$ cat src/rtl/seg7_scan.sv
// Time-multiplexed scan driver for a common-anode multi-digit 7-segment display.
// Presents one digit's code on bin per scan slot and drives the active-low anodes and decimal point.
module seg7_scan #(
   parameter int N_DIGITS = 4,
   parameter int PRESC    = 50000,
   parameter int GUARD    = 16
) (
   input  logic                    clk,
   input  logic                    rst,
   input  logic [4*N_DIGITS-1:0]   data,
   input  logic [N_DIGITS-1:0]     dp_in,
   input  logic [N_DIGITS-1:0]     blank,
   input  logic                    load,
   input  logic                    lz,
   input  logic                    en,
   output logic [3:0]              bin,
   output logic [N_DIGITS-1:0]     an_n,
   output logic                    dp_n,
   output logic                    frame
);

   localparam int IW = $clog2(N_DIGITS);
   localparam int PW = $clog2(PRESC);
   localparam logic [N_DIGITS-1:0] ONE_HOT0 = N_DIGITS'(1);

   logic [4*N_DIGITS-1:0] shadow_data;
   logic [N_DIGITS-1:0]   shadow_dp;
   logic [N_DIGITS-1:0]   shadow_blank;
   logic [PW-1:0]         presc;
   logic [IW-1:0]         idx;
   logic                  slot_blank;
   logic                  slot_lead;
   logic                  slot_dp;
   logic                  cur_lead;

   // A digit is a leading zero when it and every more significant shadow digit is zero.
   always_comb begin
      cur_lead = 1'b0;
      if (idx != '0) begin
         cur_lead = 1'b1;
         for (int k = 0; k < N_DIGITS; k++) begin
            if (k >= int'(idx) && shadow_data[4*k +: 4] != 4'h0) begin
               cur_lead = 1'b0;
            end
         end
      end
   end

   // The shadow is only sampled at slot start; the slot_* copies keep the digit stable all slot.
   always_ff @(posedge clk) begin
      if (rst) begin
         shadow_data  <= '0;
         shadow_dp    <= '0;
         shadow_blank <= '0;
         presc        <= '0;
         idx          <= '0;
         slot_blank   <= 1'b0;
         slot_lead    <= 1'b0;
         slot_dp      <= 1'b0;
         bin          <= 4'h0;
         an_n         <= '1;
         dp_n         <= 1'b1;
         frame        <= 1'b0;
      end else begin
         if (load) begin
            shadow_data  <= data;
            shadow_dp    <= dp_in;
            shadow_blank <= blank;
         end

         if (presc == PW'(PRESC - 1)) begin
            presc <= '0;
            idx   <= (idx == IW'(N_DIGITS - 1)) ? '0 : idx + 1'b1;
         end else begin
            presc <= presc + 1'b1;
         end

         frame <= 1'b0;
         if (presc == '0) begin
            bin        <= shadow_data[4*idx +: 4];
            slot_blank <= shadow_blank[idx];
            slot_lead  <= cur_lead;
            slot_dp    <= shadow_dp[idx];
            dp_n       <= ~(shadow_dp[idx] & ~shadow_blank[idx] & ~(lz & cur_lead));
            an_n       <= '1;
            frame      <= (idx == '0);
         end else begin
            dp_n <= ~(slot_dp & ~slot_blank & ~(lz & slot_lead));
            if (presc >= PW'(GUARD) && en && !slot_blank && !(lz && slot_lead)) begin
               an_n <= ~(ONE_HOT0 << idx);
            end else begin
               an_n <= '1;
            end
         end
      end
   end

endmodule

$ cat config.mk
export PLATFORM = sky130hd
export DESIGN_NAME = seg7_scan
export DESIGN_NICKNAME = d
export VERILOG_FILES = /design/src/rtl/seg7_scan.sv
export SDC_FILE = /design/constraint.sdc
export NUM_CORES = 1
export LEC_CHECK = 0
export BUFFER_PORTS_ARGS = -buffer_cell sky130_fd_sc_hd__buf_2
export CAP_MARGIN = 15
export CORE_MARGIN = 5
export CORE_UTILIZATION = 40
export CTS_CLUSTER_DIAMETER = 40
export DETAILED_ROUTE_END_ITERATION = 6
export PLACE_DENSITY = 0.68
export REMOVE_ABC_BUFFERS = 1
export SYNTH_ARGS = -nofsm -noshare
export SYNTH_HDL_FRONTEND = slang
export SYNTH_SLANG_ARGS = --single-unit
$ cat constraint.sdc
create_clock -name clk -period 2.1 [get_ports clk]
set_clock_uncertainty 0.2 [all_clocks]
set_input_delay 0.42 -clock clk [delete_from_list [all_inputs] [get_ports clk]]
set_output_delay 0.42 -clock clk [all_outputs]
set_load 0.01 [all_outputs]
# After elaboration in Yosys (flattened, before gate mapping)
# Cells that the tools add are included.
word_totals:
  ff_bits: 55
  inputBits: 29
  elab_cells: 68
classes:
  n_addsub: 2
  n_lt_le_gt_ge: 5
  eq_ne: 2
  shift: 2
  n_mux: 11
  n_bitwise: 15
  reduce_logical: 19
op_table:
  columns: ["op", "n"]
  rows:
  - ["adder 16 x 1 -> 16 bit, second input constant", 1]
  - ["== test 16 bit, second input constant", 1]
  - ["greater-or-equal comparator 16 x 5 -> 1 bit, second input constant", 1]
  - ["zero test 16 bit", 1]
  - ["nonzero test 4 bit", 4]
  - ["variable part select 16 x 5 -> 4 bit", 1]
  - ["two-way mux 1 bit", 8]
  - ["inverter 1 bit", 8]
  - ["logical AND 1 bit", 7]
  - ["AND 1 bit", 6]
  - ["binary-select mux 1 bit (select 2 bit)", 2]
  - ["greater-or-equal comparator 1 x 2 -> 1 bit, first input constant", 2]
  - ["inverter 4 bit", 1]
  - ["OR reduction 2 bit", 2]
  - ["<< shifter 1 x 2 -> 4 bit, first input constant", 1]
  - ["less-than comparator 2 x 3 -> 1 bit, second input constant", 1]
  - ["OR reduction 3 bit", 1]
  - ["adder 2 x 1 -> 2 bit, second input constant", 1]
  - ["== test 2 bit, second input constant", 1]
  - ["greater-or-equal comparator 2 bit, first input constant", 1]
  - ["zero test 1 bit", 2]
  - ["zero test 2 bit", 1]
  - ["two-way mux 2 bit", 1]
  - ["nonzero test 2 bit", 1]

# Depth between registers and ports, before layout
depth:
  ltp_word: 12
  mapped_depth: 7

# Worst setup path before layout
# OpenSTA, ideal clock, no wires.
synth_path:
  path_type: "flip-flop to flip-flop"
  from: "register presc[7]"
  to: "register dp_n"
  setup_ns: 0.122
  arrival_ns: 1.910
  t_required_ns: 1.778
  setup_slack_ns: -0.133
  path_stages_with_launch: 6
  n_path_buf: 1
  synth_period_minus_slack_ns: 2.233
  cell_sequence: "dfxtp_1 > or4_4 > or4_1 > buf_2 > nor4b_2 > a21oi_1"
synth_via:
  elab_chain_len: 2
synth_lines:
  columns: ["item", "line", "rtl"]
  rows:
  - ["from (decl)", "29", "logic [PW-1:0] presc;"]
  - ["from (signal assigned)", "75", "presc <= presc + 1'b1;"]
  - ["zero test 16 bit", "79", "if (presc == '0) begin"]
  - ["two-way mux 1 bit", "79", null]
  - ["to (signal assigned)", "84", "dp_n <= ~(shadow_dp[idx] & ~shadow_blank[idx] & ~(lz & cur_lead));"]
  - ["to (signal assigned)", "88", "dp_n <= ~(slot_dp & ~slot_blank & ~(lz & slot_lead));"]
  - ["to (decl)", "18", "output logic dp_n,"]
# No other way between the ends.
# A chain may end at the register's enable or synchronous reset.

# Final worst setup path
# Same ends and word-level chain as after synthesis.

==> results_dict.tcl <==
set metrics [dict create \
    clockRootBuffer "clkbuf_8" \
    slowest_delay_ps 570 \
    fin_cells 381 \
    chipWidth_um 87.2 \
    required_ps 2120 \
    hold_depth 3 \
    cts-buffers-inserted 5 \
    place_ws_ps -166 \
    place_inst 372 \
    synthAdderAreaFrac_pct 3.67 \
    dieArea_mm2 0.00761 \
    critPathArrivalTime_ps 2180 \
    wl_per_cell_um 13.7 \
    final_common_cell "dfxtp_1" \
    numClockSinks 55 \
    crit_top_cell "or4_4" \
    rsz0062_at_grt "yes" \
    tightest_slew_ps 401 \
    rows 28 \
    r2r-end "dp_n" \
    initial_core_util_pct 40.8 \
    coreArea_mm2 0.00585 \
    setup_ws_ps -64.5 \
    num_io_pins 39 \
    clk_pin_slew_worst_paths_ps 100 \
    p_sw_share_pct 23.0 \
    worstSetupEndpointType "flop" \
    net-switching-power_mw 0.477 \
    reg2reg_depth 5 \
    dr.pass1.iters 4 \
    setup-violations-final 7 \
    crit_family "simple AND/OR/NAND/NOR gates" \
    hold-worst-slack_ps 126 \
    leakage_nw 1.32 \
    worst_path_max_delay_cell "or4_4" \
    die_h_um 87.2 \
    drt_wl_total_um 5230 \
    drtAntennaViolNets 0 \
    yosys_warnings 0 \
    internal-power_mw 1.59 \
    drive_above_1_share_pct 31.4 \
    critPathLaunchType "flop" \
    synth_top_family_by_area "simple AND/OR/NAND/NOR gates" \
    worst-path-buf-inv 1 \
    grt_pass1_vias 1902 \
    n_fill_cell 536 \
    reg2reg_slack_ps -60 \
    hold_class "input pin to flop" \
    drtIter0Drc 79 \
    hold_end "shadow_data[7]" \
    cts_tree "yes" \
    seqPwrFrac_pct 53.5 \
    antenna_found_initial 0 \
    maxCapViolCount 0 \
    timing.fmax_mhz 462 \
    layout_common_cells "51 x dfxtp_1, 49 x nor2_1, 38 x buf_2, 30 x mux2i_1, 27 x buf_4" \
    gp_congestion 0.810 \
    clockBufferDepth 2 \
    synthToLayoutAreaGrowth_pct 27.8 \
    peakVddDrop_mv 0.347 \
    yosys.area_share.simple_pct 20.7 \
    port-buffer-count 38 \
    max-slew-margin-rel_pct 73.3 \
    utilization_pct 52.1 \
    clkPwrFrac_pct 36.0 \
    clock_latency_ps 320 \
    maxSlewViolCount 0 \
    synth_cell_types 34 \
    hp-start "data[7]" \
    grt_remaining_overflow 0 \
    num_vias 1899 \
    synth-xor-area-share_pct 4.41 \
    ctsHtreeMaxLevel 2 \
    fin_nets 341 \
    hold_viol_final 0 \
    drt-vias-per-instance 4.98 \
    status "finished, violations left" \
    setup_tns_ps -266 \
    synth.yosys.seq_area_share_pct 46.2 \
    post-route-min-period_ps 2160 \
    syn_inst 242 \
    drc_errors 0 \
    path_class "flop to flop" \
    syn-cell-area_mm2 0.00238 \
    synth-seq-cells 55 \
    p_per_area_mw_per_mm2 679 \
    grt_max_degree 38 \
    synth_compound_area_share_pct 3.52 \
    period_share_pct 103 \
    combPwrFrac_pct 10.5 \
    crit_chain "or4_4, or4_4, buf_6, nor4b_4, a21oi_1" \
    path_max_fanout 5 \
    grt_pass1_wl_um 8710 \
    violations "negative setup slack" \
    r2r_start "presc[7]" \
    insertedDiodeCount 0 \
    grt_usage_pct 14.7 \
    avgSynthCellArea_um2 9.85 \
    post-dp-hpwl_um 3850 \
    synthMuxAreaShare_pct 18.3 \
]
-- timing repair --
action,4_1_cts,5_1_grt
pin swaps,8,4
hold endpoints to repair,0,0
setup endpoints to repair,10,24
hold buffers,0,0
buffers inserted,1,0
resized for setup,6,8
-- Yosys cell counts, drive strengths merged --
library cell | n | area (um2)
nor3b | 1 | 7.51
a31oi | 1 | 6.26
nor4b | 1 | 15.0
ha | 7 | 87.6
o31ai | 1 | 7.51
dfxtp | 55 | 1100
xor2 | 5 | 43.8
or3b | 1 | 8.76
nand3 | 9 | 45.0
nand4 | 3 | 18.8
mux4 | 6 | 135
or4b | 2 | 20.0
nand2 | 10 | 37.5
or4 | 8 | 67.6
nand3b | 1 | 7.51
a21oi | 6 | 30.0
nand2b | 1 | 6.26
a21o | 2 | 15.0
and3 | 3 | 18.8
xnor2 | 7 | 61.3
and4 | 2 | 17.5
mux2i | 30 | 300
clkbuf | 7 | 26.3
or3 | 1 | 6.26
inv | 8 | 30.0
nor3 | 3 | 15.0
nor2 | 49 | 184
buf | 5 | 21.3
nor4 | 3 | 18.8
a211oi | 2 | 15.0
o21ai | 2 | 10.0
-- final cells by class --
cell class | instances | area, um2 | area share (%)
multi-input cells | 167 | 1250 | 41.1
flip-flops and latches | 55 | 1110 | 36.3
repair buffers | 68 | 444 | 14.6
well taps | 75 | 93.8 | 3.08
clock buffers | 6 | 82.6 | 2.71
clock inverters | 2 | 38.8 | 1.27
inverters | 8 | 30.0 | 0.986
-- power groups by stage --
stage	clock (mW)	combinational, mW	sequential [mW]
finish	0.745	0.218	1.11
global route	0.810	0.241	1.11
CTS	0.763	0.213	1.11
detailed placement	0	0.206	1.13
global placement	0	0.202	1.13
floorplan	0	0.100	1.13
-- worst max path at each step --
| stage | start | end | cells past startpoint |
|---|---|---|---|
| after floorplan | presc[7] | slot_lead | 4 |
| after global placement | presc[7] | dp_n | 5 |
| after detailed placement | presc[0] | dp_n | 7 |
| after CTS | presc[4] | dp_n | 5 |
| after global routing | presc[7] | slot_lead | 4 |
| final | presc[7] | dp_n | 5 |
-- state kept, by name (all words and copies together) (netlist names) --
register,flops
an_n,4
bin,4
dp_n,1
frame,1
idx,2
presc,16
shadow_blank,4
shadow_data,16
shadow_dp,4
slot_blank,1
slot_dp,1
slot_lead,1
-- worst min-delay path, stage by stage --
cell and delay (ps):
buf_2 70, mux2i_1 50, nor2_1 70
-- metal layers --
metal  GRT usage (%)  wire length [um]  up-vias
met5               0                 0        -
met4            5.86                89        0
met3            3.69               295        8
met2            25.1              2490       37
met1            17.7              2360      883
li1                -                 -      971
-- stage by stage --
stage	power, mW	area [um2]
global route	2.16	3050
floorplan	1.23	2340
finish	2.07	3050
CTS	2.08	3010
global placement	1.33	2860
detailed placement	1.34	2860
-- kinds of logic after synthesis --
kind of cell	after synthesis
and+or+nand+nor	98
AOI/OAI and AO/OA	14
adders and majority gates	7
muxes	36
buffers and inverters	20
DFF	55
xor gates and xnor gates	12
No activity file was read; power rests on OpenSTA's default activity.
